**src/rtl/dpram_pkg.sv**
```systemverilog
// Shared types and helpers for the parametrised dual-port RAM.
package dpram_pkg;

    typedef enum logic {
        INIT = 1'b0,
        IDLE = 1'b1
    } dpram_state_e;

    typedef enum logic {
        READ_FIRST  = 1'b0,
        WRITE_FIRST = 1'b1
    } coll_mode_e;

    // Number of byte lanes for a given data width.
    function automatic int be_w(input int data_w);
        return data_w / 8;
    endfunction

endpackage

```
**src/rtl/dpram_init_fsm.sv**
```systemverilog
// Init-sweep controller: walks every address once after reset or clr and
// refuses user accesses while the sweep is running.
module dpram_init_fsm
    import dpram_pkg::*;
#(
    parameter int ADDR_W = 4
) (
    input  logic              clk,
    input  logic              reset,
    input  logic              clr,
    input  logic              wr_en,
    input  logic              rd_en,
    output logic              init_busy,
    output logic              access_err,
    output logic              init_we,
    output logic [ADDR_W-1:0] init_addr
);

    dpram_state_e      state_reg;
    logic [ADDR_W-1:0] addr_reg;

    always_ff @(posedge clk) begin
        if (reset) begin
            state_reg  <= INIT;
            addr_reg   <= '0;
            init_busy  <= 1'b1;
            access_err <= 1'b0;
        end else begin
            access_err <= init_busy && (wr_en || rd_en);
            case (state_reg)
                INIT: begin
                    if (clr) begin
                        addr_reg <= '0;
                    end else if (addr_reg == {ADDR_W{1'b1}}) begin
                        // Last word is written on this edge; open for traffic next cycle.
                        state_reg <= IDLE;
                        addr_reg  <= '0;
                        init_busy <= 1'b0;
                    end else begin
                        addr_reg <= addr_reg + 1'b1;
                    end
                end
                IDLE: begin
                    if (clr) begin
                        state_reg <= INIT;
                        addr_reg  <= '0;
                        init_busy <= 1'b1;
                    end
                end
                default: state_reg <= INIT;
            endcase
        end
    end

    assign init_we   = (state_reg == INIT) && !reset;
    assign init_addr = addr_reg;

endmodule

```
**src/rtl/dpram_param.sv**
```systemverilog
// Parametrised 1W/1R RAM with byte enables, 1- or 2-cycle read latency,
// selectable same-address collision policy and a hardware init sweep.
module dpram_param
    import dpram_pkg::*;
#(
    parameter int               DATA_W    = 8,
    parameter int               ADDR_W    = 4,
    parameter int               RD_LAT    = 1,
    parameter int               COLL_MODE = 0,
    parameter logic [DATA_W-1:0] INIT_VAL = '0,
    localparam int              BE_W      = be_w(DATA_W)
) (
    input  logic              clk,
    input  logic              reset,
    input  logic              clr,
    input  logic              wr_en,
    input  logic [ADDR_W-1:0] wr_addr,
    input  logic [BE_W-1:0]   wr_be,
    input  logic [DATA_W-1:0] data_in,
    input  logic              rd_en,
    input  logic [ADDR_W-1:0] rd_addr,
    output logic [DATA_W-1:0] data_out,
    output logic              rd_valid,
    output logic              init_busy,
    output logic              access_err
);

    localparam int DEPTH = 1 << ADDR_W;
    localparam bit WF    = (COLL_MODE == int'(WRITE_FIRST));

    logic              init_we;
    logic [ADDR_W-1:0] init_addr;

    dpram_init_fsm #(
        .ADDR_W(ADDR_W)
    ) u_init_fsm (
        .clk       (clk),
        .reset     (reset),
        .clr       (clr),
        .wr_en     (wr_en),
        .rd_en     (rd_en),
        .init_busy (init_busy),
        .access_err(access_err),
        .init_we   (init_we),
        .init_addr (init_addr)
    );

    logic              user_we;
    logic              rd_fire;
    logic              fwd_hit;
    logic              mem_we;
    logic [ADDR_W-1:0] mem_addr;
    logic [DATA_W-1:0] mem_wdata;
    logic [BE_W-1:0]   mem_be;
    logic [DATA_W-1:0] rd_word;
    logic              v1_reg;

    assign user_we = wr_en && !init_busy && !reset;
    assign rd_fire = rd_en && !init_busy;
    assign fwd_hit = WF && user_we && (wr_addr == rd_addr);

    // Sweep and user writes are mutually exclusive, so one write port serves both.
    assign mem_we    = init_we || user_we;
    assign mem_addr  = init_we ? init_addr : wr_addr;
    assign mem_wdata = init_we ? INIT_VAL : data_in;
    assign mem_be    = init_we ? {BE_W{1'b1}} : wr_be;

    genvar gi;
    generate
        for (gi = 0; gi < BE_W; gi++) begin : g_lane
            logic [7:0] lane_mem [DEPTH];
            logic [7:0] lane_rd_reg;

            always_ff @(posedge clk) begin
                if (mem_we && mem_be[gi]) begin
                    lane_mem[mem_addr] <= mem_wdata[gi*8 +: 8];
                end
            end

            // Array read register; in write-first mode an enabled byte is bypassed.
            always_ff @(posedge clk) begin
                if (reset) begin
                    lane_rd_reg <= '0;
                end else if (rd_fire) begin
                    if (fwd_hit && wr_be[gi]) begin
                        lane_rd_reg <= data_in[gi*8 +: 8];
                    end else begin
                        lane_rd_reg <= lane_mem[rd_addr];
                    end
                end
            end

            assign rd_word[gi*8 +: 8] = lane_rd_reg;
        end
    endgenerate

    always_ff @(posedge clk) begin
        if (reset) begin
            v1_reg <= 1'b0;
        end else begin
            v1_reg <= rd_fire;
        end
    end

    generate
        if (RD_LAT == 2) begin : g_lat2
            logic [DATA_W-1:0] out_reg;
            logic              v2_reg;

            always_ff @(posedge clk) begin
                if (reset) begin
                    out_reg <= '0;
                    v2_reg  <= 1'b0;
                end else begin
                    v2_reg <= v1_reg;
                    if (v1_reg) begin
                        out_reg <= rd_word;
                    end
                end
            end

            assign data_out = out_reg;
            assign rd_valid = v2_reg;
        end else begin : g_lat1
            assign data_out = rd_word;
            assign rd_valid = v1_reg;
        end
    endgenerate

endmodule

```
**config.mk**
```make
export PLATFORM = sky130hd
export DESIGN_NAME = dpram_param
export DESIGN_NICKNAME = d
export VERILOG_FILES = /design/src/rtl/dpram_pkg.sv /design/src/rtl/dpram_init_fsm.sv /design/src/rtl/dpram_param.sv
export SDC_FILE = /design/constraint.sdc
export NUM_CORES = 1
export LEC_CHECK = 0
export CAP_MARGIN = 15
export CORE_MARGIN = 10
export CORE_UTILIZATION = 55
export DETAILED_ROUTE_END_ITERATION = 10
export GPL_ROUTABILITY_DRIVEN = 0
export PLACE_DENSITY_LB_ADDON = 0.15
export SYNTH_ARGS = -nofsm -noshare
export SYNTH_HDL_FRONTEND = slang
export SYNTH_SLANG_ARGS = --single-unit
export TNS_END_PERCENT = 1
```
**constraint.sdc**
```tcl
create_clock -name clk -period 2.05 [get_ports clk]
set_input_delay 0.3075 -clock clk [delete_from_list [all_inputs] [get_ports clk]]
set_output_delay 0.3075 -clock clk [all_outputs]
set_load 0.02 [all_outputs]
```
# Word level (Yosys, flattened, before mapping)
# Memory sizes are Yosys's and may differ from the RTL's. A register that Yosys moved wholly into a read port is not among the register bits.
# Cells that the tools add are included.
dict set report totals {
  reg_bits 8
  ramBits 128
  in_bits 22
  out_inout_bits 11
  elab_cells 40
  mem_count 1
}
dict set report classes {
  addsub 1
  n_eq_ne 4
  muxes 17
  bitwise_logic 1
  reduce_logical 11
}
# memory words word_bits read_ports rd_ports_with_merged_regs write_ports line_no
set mem_list {}
lappend mem_list {{g_lane[0].lane_mem} 16 8 1 1 1 dpram_param.sv:71} ;# logic [7:0] lane_mem [DEPTH];
# op n
set ops {}
lappend ops {{$mux W4} 4}
lappend ops {{$mux W1} 9}
lappend ops {{$mux W8} 1}
lappend ops {{$pmux W4 S2} 1}
lappend ops {{$logic_and A1 B1 Y1} 6}
lappend ops {{$add A4 B1 Y4 const B} 1}
lappend ops {{$eq A4 B4 Y1 const B} 1}
lappend ops {{$ne A2 B2 Y1 const B} 2}
lappend ops {{$pmux W1 S2} 2}
lappend ops {{$reduce_and A3 Y1} 1}
lappend ops {{$logic_not A1 Y1} 2}
lappend ops {{$logic_or A1 B1 Y1} 2}
lappend ops {{$ne A2 B1 Y1 const B} 1}
lappend ops {{$not A1 Y1} 1}

# Longest topological paths before layout
# Gate-level depths: netlist (run 1).
dict set report logic_depth {
  ltp_word 7
  depth_mapped 6
  ltp_nobuf 5
}

# By module
# From an unflattened synthesis (run 1), not the netlist that was laid out.
dict set report unflattened {
  cells_unflattened 309
  hier_area_um2 5770.5
}
# mod instances cells_per_inst area_per_inst_um2 seq_area_each_um2
set by_module_without_submodules {}
lappend by_module_without_submodules {dpram_param 1 277 5455.2 4023.9}
lappend by_module_without_submodules {dpram_init_fsm 1 32 315.3 140.1}

# Least setup slack after synthesis (run 1)
# OpenSTA, ideal clock, no wires.
dict set report synth_path {
  path_type {input -> register}
  startpoint {input port reset}
  endpoint {memory g_lane[0].lane_mem[7][0] (enable)}
  setup_ns 0.370
  arrival_time_ns 1.497
  required_ns 1.680
  slack_ns 0.183
  cell_stages 6
  path_buffers 2
  cell_sequence {or2_2 > clkbuf_1 > clkbuf_1 > nor3_1 > a31oi_1 > nor2_1}
}
dict set report synth_between {
  elab_chain_len 6
  word_cells_on_any_way 9
  cone_classes {mux: 4; reduce/logical: 5}
}
# item line_no
set synth_rtl {}
lappend synth_rtl {{from (decl)} dpram_param.sv:14} ;# input logic reset,
lappend synth_rtl {{$logic_not A1 Y1 (*)} {dpram_init_fsm.sv:55, dpram_param.sv:58}}
lappend synth_rtl {{$logic_and A1 B1 Y1, on equally long branches} {dpram_init_fsm.sv:55, dpram_param.sv:58}}
lappend synth_rtl {{$mux W1 or $logic_or A1 B1 Y1 (tied branches)} {dpram_param.sv:66, dpram_param.sv:63}}
lappend synth_rtl {{$logic_and A1 B1 Y1} dpram_param.sv:75} ;# if (mem_we && mem_be[gi]) begin
lappend synth_rtl {{$mux W1} dpram_param.sv:75}
lappend synth_rtl {{$mux W1 (not written as such)} dpram_param.sv:76} ;# lane_mem[mem_addr] <= mem_wdata[gi*8 +: 8];
lappend synth_rtl {{to (decl)} dpram_param.sv:71}
# Mark *: on every way between the ends. The rest lies on a longest branch, timed or not.

# Final worst setup path (run 1)
dict set report layout_path {
  startpoint {register u_init_fsm.state_reg}
  endpoint {memory g_lane[0].lane_mem[7][7] (enable)}
}
dict set report layout_between {
  elab_chain_len 6
  word_cells_on_any_way 8
  cone_classes {mux: 4; bitwise: 1; reduce/logical: 3}
}
# item line_no
set layout_rtl {}
lappend layout_rtl {{from (decl)} dpram_init_fsm.sv:19} ;# dpram_state_e state_reg;
lappend layout_rtl {{from (signal assigned)} dpram_init_fsm.sv:24} ;# state_reg <= INIT;
lappend layout_rtl {{from (signal assigned)} dpram_init_fsm.sv:36} ;# state_reg <= IDLE;
lappend layout_rtl {{from (signal assigned)} dpram_init_fsm.sv:45} ;# state_reg <= INIT;
lappend layout_rtl {{$not A1 Y1 (*)} dpram_init_fsm.sv:55} ;# assign init_we = (state_reg == INIT) && !reset;
lappend layout_rtl {{$logic_and A1 B1 Y1 (*)} dpram_init_fsm.sv:55}
lappend layout_rtl {{$mux W1 or $logic_or A1 B1 Y1 (tied branches)} {dpram_param.sv:66, dpram_param.sv:63}}
lappend layout_rtl {{$logic_and A1 B1 Y1} dpram_param.sv:75}
lappend layout_rtl {{$mux W1} dpram_param.sv:75}
lappend layout_rtl {{$mux W1 (not written as such)} dpram_param.sv:76}
# Marked as above.

==> results of run 1 <==
cells by family (layout without fill, tap and decap cells):
kind of cell             count (synthesis)  in the layout  synth area share
XOR/XNOR                                 1              1           0.00153
adder cells (fa/ha/maj)                  1              1           0.00218
flip-flops                             144            144             0.725
AND/OR/NAND/NOR                         57             57            0.0541
AO/OA/AOI/OAI                           37             37            0.0432
multiplexers                            48             48             0.152
buffers and inverters                   19            114            0.0214
cell usage after synthesis (all sizes together), types with 3 or more instances:
cell / number / share of area
nor3b: 7 / 0.010
a2bb2oi: 7 / 0.011
a21oi: 5 / 0.0044
mux4: 30 / 0.12
nor3: 10 / 0.0087
nor2b: 3 / 0.0033
inv: 3 / 0.0020
edfxtp: 128 / 0.67
nor2: 20 / 0.014
a31oi: 5 / 0.0054
clkbuf: 6 / 0.0039
buf: 10 / 0.015
and2: 8 / 0.0087
dfxtp: 16 / 0.056
o21ai: 12 / 0.010
mux2i: 18 / 0.031
cell type report:
cell class | instances | area, sq um
clock buffer | 20 | 435
clock inverter | 12 | 190
fill | 640 | 3020
inverter | 3 | 11.3
multi-input combinational | 144 | 1460
sequential | 144 | 4160
tap | 136 | 170
timing repair buffer | 79 | 781
final timing paths:
check / end / depth (start not counted) / from
worst min register to register: data_out[1]$_SDFFE_PP0P_ / 2 / data_out[1]$_SDFFE_PP0P_
worst min-delay path: u_init_fsm.access_err$_SDFF_PP0_ / 3 / wr_en
worst max-delay path: g_lane[0].lane_mem[7][7]$_DFFE_PP_ / 7 / u_init_fsm.state_reg$_SDFF_PP0_
worst max register to register: g_lane[0].lane_mem[7][7]$_DFFE_PP_ / 7 / u_init_fsm.state_reg$_SDFF_PP0_
what timing repair did:
action	in CTS	in global routing
buffers inserted	0	0
resized for setup	0	4
setup endpoints to repair	0	69
worst reg2reg max path: stages, from the launching register on:
cell	delay, ns
dfxtp_1	0.37
or2_2	0.38
buf_4	0.16
nor3_1	0.14
a31oi_1	0.08
buf_4	0.16
nor2_1	0.11
buf_4	0.19
through the flow:
step,utilization,std cells,setup TNS (ns),worst slack [ns]
2_1_floorplan,-,307,0,0.183
3_3_place_gp,0.643,506,-20.37,-0.212
3_5_place_dp,0.643,506,-26.80,-0.285
4_1_cts,0.704,538,0,0.102
5_1_grt,0.705,538,0,0.0657
6_report,0.705,538,0,0.166
metal layers:
layer  track usage  up-vias  part of all wire
met2         0.247      123              0.47
met1         0.229     1561              0.44
met3        0.0587        8             0.081
met4        0.0633        0            0.0092
li1              -     1407                 -
met5             0        -                 0
power breakdown:
| part | leakage, nW | total, mW | switching (mW) | internal, mW |
|---|---|---|---|---|
| clock | 0.306 | 3.22 | 1.10 | 2.12 |
| sequential | 1.31 | 3.24 | 0.00978 | 3.23 |
| combinational | 0.888 | 0.392 | 0.194 | 0.198 |
==> flow_summary.toml, run 1 <==
[run_status]
status = "finished, final reports clean"

[global_route]
grt_usage = 0.169
grt_antenna_before_repair = 0
grt_pass1_vias = 3270
overflow = 0
grt_pass1_wl_mm = 18.5
grt_max_degree = 25

[timing]
tightest_slew_ns = 0.571
grt_setup_unrepaired = "false"
clock_skew_ns = 0.00957
maxSlewViolCount = 0
timing.final.crit_period_ns = 1.88
max_freq_mhz = 531
fin_crit_sh = 0.919
setup_viol = 0
relSlewSlack = 0.619
hold_viol = 0
whs_ns = 0.411

[drt]
drt_iter0_markers = 337
drc_errors = 0
drtPass1Iterations = 7
routedWlPerCell_um = 21.7
ant_nets = 0
vias = 3099
via_per_inst = 5.76
routed_wl_mm = 11.7

[power]
total_power_mw = 6.85
power_leakage_nw = 2.50
power_density_mw_per_mm2 = 950
max-vdd-ir-drop_mv = 0.556

[placement]
io_buffers = 32
hpwlAfterDp_mm = 7.92
place_area_sq_mm = 0.00658

[yosys]
synth_edf_count = 128
synthCells = 307
ys_ff_latch = 144
yosys_warnings = 0
syn-cell-area_sq_mm = 0.00574
seq_area_frac_synth = 0.725
synth.avg_cell_area_sq_um = 18.7
synth_flop_cell = "edfxtp_1"
syn_nets = 330
synth_cell_types = 39
synthArstFlopShare = 0

[critical_path]
crit_chain = "or2_2 > buf_4 > nor3_1 > a31oi_1 > buf_4 > nor2_1 > buf_4"
end_kind = "register"
crit_fanout = 8
cp-start-kind = "register"
critical-path-max-stage-delay_ns = 0.38
crit_type = "register to register"
critPathMostFrequentCell = "buf_4"
r2r_slack_ns = 0.17
required_ns = 2.27
critPathBufInv = 3
crit_family = "simple AND/OR/NAND/NOR gates"
crit_arrival_ns = 2.10
critPathSlowestCell = "or2_2"

[clocking]
cts_tree = "built"
clock-sinks = 144
root_buffer = "clkbuf_8"
clk_path_buf_depth = 2
cts_hold_buf = 0
cts-buffers-inserted = 17
h-tree-depth = 4
insertion_delay_ns = 0.52
clkTransAtPathRegs_ns = 0.06

[cells_and_area]
largest_register_ffs = 128
drive_gt1_frac = 0.264
final_cell_mix = "128 x edfxtp_1, 38 x buf_4, 31 x clkdlybuf4s50_1"
final_common_cell = "edfxtp_1"
antennaDiodeCount = 0
fin_nets = 412
syn_to_final_growth_pct = 25.6
top_register = "g_lane.lane_mem"
finish.instance_area_sq_mm = 0.00721

[job]
drv_cap = 0

[die]
fp.dieW_um = 122
initial_core_util = 0.561
dieHeight_um = 122
fp-row-count = 37
ios = 33
die_area_sq_mm = 0.0149
core_sq_mm = 0.0102

[worst_hold_path]
hp-class = "input port to register"
Power figures use the tool's default switching activity.
==> inputs of run 2 (changes only) <==
--- a/config.mk
+++ b/config.mk
@@ -7,7 +7,7 @@
 export LEC_CHECK = 0
 export CAP_MARGIN = 15
 export CORE_MARGIN = 10
-export CORE_UTILIZATION = 55
+export CORE_UTILIZATION = 53
 export DETAILED_ROUTE_END_ITERATION = 10
 export GPL_ROUTABILITY_DRIVEN = 0
 export PLACE_DENSITY_LB_ADDON = 0.15
==> constraint.sdc (replaced) <==
create_clock -name clk -period 1.5 [get_ports clk]
set_input_delay 0.225 -clock clk [delete_from_list [all_inputs] [get_ports clk]]
set_output_delay 0.225 -clock clk [all_outputs]
set_load 0.02 [all_outputs]
==> run 2 against run 1 <==
Against the previous run:
- the run now ends with negative setup slack left
- final cell count rose by 0.93%
- global-route usage rose by 1.6 points
- sequential power rose by 36%
- clock power rose by 31%
- non-clock buffer count rose by 5
- setup slack got worse by 0.35 ns
- combinational power rose by 73%
- critical path type unchanged
- critical endpoint is now g_lane[0].lane_mem[11][4]$_DFFE_PP_
- largest cell class unchanged
- largest power group unchanged
- highest routed layer unchanged
==> flow_summary.toml, run 2 (synthesized netlist as in run 1, its figures left out) <==
[run_status]
status = "finished with violations"
violations = "negative setup slack"

[placement]
io_buffers = 32
hpwlAfterDp_mm = 8.65
place_worst_setup_slack_ns = -0.663

[die]
fp.dieW_um = 124
fp-row-count = 37
core_sq_mm = 0.0104
ios = 33
dieHeight_um = 124
die_area_sq_mm = 0.0154
initial_core_util = 0.551

[cells_and_area]
fin_nets = 417
drive_gt1_frac = 0.378
antennaDiodeCount = 0
largest_register_ffs = 128
fin_util = 0.727
syn_to_final_growth_pct = 32.0
final_common_cell = "edfxtp_1"
top_register = "g_lane.lane_mem"
num-fill-cells = 636
final_cell_mix = "128 x edfxtp_1, 37 x buf_4, 29 x mux4_2"

[critical_path]
required_ns = 1.70
critPathSlowestCell = "dfxtp_4"
end_kind = "register"
crit_type = "register to register"
reg2reg_from = "u_init_fsm.state_reg$_SDFF_PP0_"
crit_chain = "or2_4 > nor3b_4 > o21ai_4 > nor2_4"
cp-start-kind = "register"
critical-path-max-stage-delay_ns = 0.37
critPathLaunch = "u_init_fsm.state_reg$_SDFF_PP0_"
crit_arrival_ns = 1.89
critPathBufInv = 0
crit_family = "simple AND/OR/NAND/NOR gates"
crit_fanout = 8

[global_route]
grt_pass1_vias = 3345
grt_pass1_wl_mm = 20.4
grt_max_degree = 17
grt_usage = 0.185
overflow = 0
grt_antenna_before_repair = 0

[clocking]
h-tree-depth = 4
cts-buffers-inserted = 17
cts_tree = "built"
cts_hold_buf = 0
insertion_delay_ns = 0.53
clkTransAtPathRegs_ns = 0.06
clk_path_buf_depth = 2
clock-sinks = 144
root_buffer = "clkbuf_8"

[timing]
maxSlewViolCount = 0
worst_slack_ns = -0.187
timing.final.crit_period_ns = 1.69
whs_ns = 0.382
fin_crit_sh = 1.12
max_freq_mhz = 593
tightest_slew_ns = 0.490
clock_skew_ns = 0.00637
relSlewSlack = 0.673
setup_viol = 129
finalSetupTns_ns = -18.32
grt_setup_unrepaired = "true"
hold_viol = 0

[drt]
routed_wl_mm = 13.6
maxUsedRoutingLayer = "met4"
ant_nets = 0
drtPass1Iterations = 5
routedWlPerCell_um = 25.0
wl_met3_um = 937
drt_iter0_markers = 292
via_per_inst = 6.06
route.met2.wl_mm = 6.72
drc_errors = 0
vias = 3292
wl_met1_mm = 5.55

[power]
p_sw_mw = 2.03
internal-power_mw = 7.29
power_switching_share = 0.218
p_comb_frac = 0.073
clkPwrFrac = 0.453
max-vdd-ir-drop_mv = 0.735
p_seq_frac = 0.474
total_power_mw = 9.32
power_leakage_nw = 2.58
power_density_mw_per_mm2 = 1230

[worst_hold_path]
hold_start = "reset"
hp-class = "input port to register"

[job]
drv_cap = 0
## run 2: cell types whose count changed in the layout (fill, tap and decap cells not counted), moves of 5 or more
cell / before / now
nor2_1: 18 / 3
nor3b_1: 6 / 1
buf_12: 9 / 14
dlygate4sd2_1: 0 / 9
clkdlybuf4s50_1: 31 / 20
nor2_4: 0 / 17
## run 2: worst register-to-register path, stage by stage, from the launching register on
cell and delay, ns:
dfxtp_4 0.37, or2_4 0.31, nor3b_4 0.22, o21ai_4 0.15, nor2_4 0.31
## run 2: path summary, 6_finish.rpt
| kind | cells after the start | slack [ns] | to |
|---|---|---|---|
| max | 4 | -0.19 | g_lane[0].lane_mem[11][4]$_DFFE_PP_ |
| min | 2 | 0.38 | u_init_fsm.init_addr[3]$_SDFFE_PP0P_ |
| max reg2reg | 4 | -0.19 | g_lane[0].lane_mem[11][4]$_DFFE_PP_ |
| min reg2reg | 2 | 0.47 | data_out[2]$_SDFFE_PP0P_ |
## run 2: layer usage
layer	vias to the layer above	global-route usage
met1	1688	0.238
met5	-	0
met2	152	0.291
li1	1425	-
met3	27	0.0534
met4	0	0.0770
## run 2: power by group through the flow
stage	clock (mW)	sequential [mW]	combinational [mW]
2_1_floorplan	0	4.51	0.329
3_3_place_gp	0	4.50	0.624
3_5_place_dp	0	4.51	0.634
4_1_cts	4.26	4.42	0.656
5_1_grt	4.42	4.42	0.718
6_report	4.22	4.42	0.680
## run 2: layout make-up
type	count	area, sq um	share of cell area
clock buffers	17	414	0.0547
inverters	3	11.3	0.00149
repair buffers	84	868	0.115
clock inverters	15	183	0.0241
flip-flops and latches	144	4170	0.550
well taps	136	170	0.0225
multi-input cells	144	1760	0.232
## run 2: per-stage QoR
stage	std cells	cell area (sq um)
floorplan	307	5960
global placement	508	6850
detailed placement	508	6850
CTS	540	7470
global route	543	7570
finish	543	7570
## run 2: repair_timing
| action | in CTS | in global routing |
|---|---|---|
| buffers inserted | 0 | 3 |
| gates cloned | 0 | 0 |
| gates resized for setup | 22 | 20 |
| hold endpoints to repair | 0 | 0 |
| pin swaps | 1 | 17 |
| endpoints found under the setup margin | 142 | 137 |
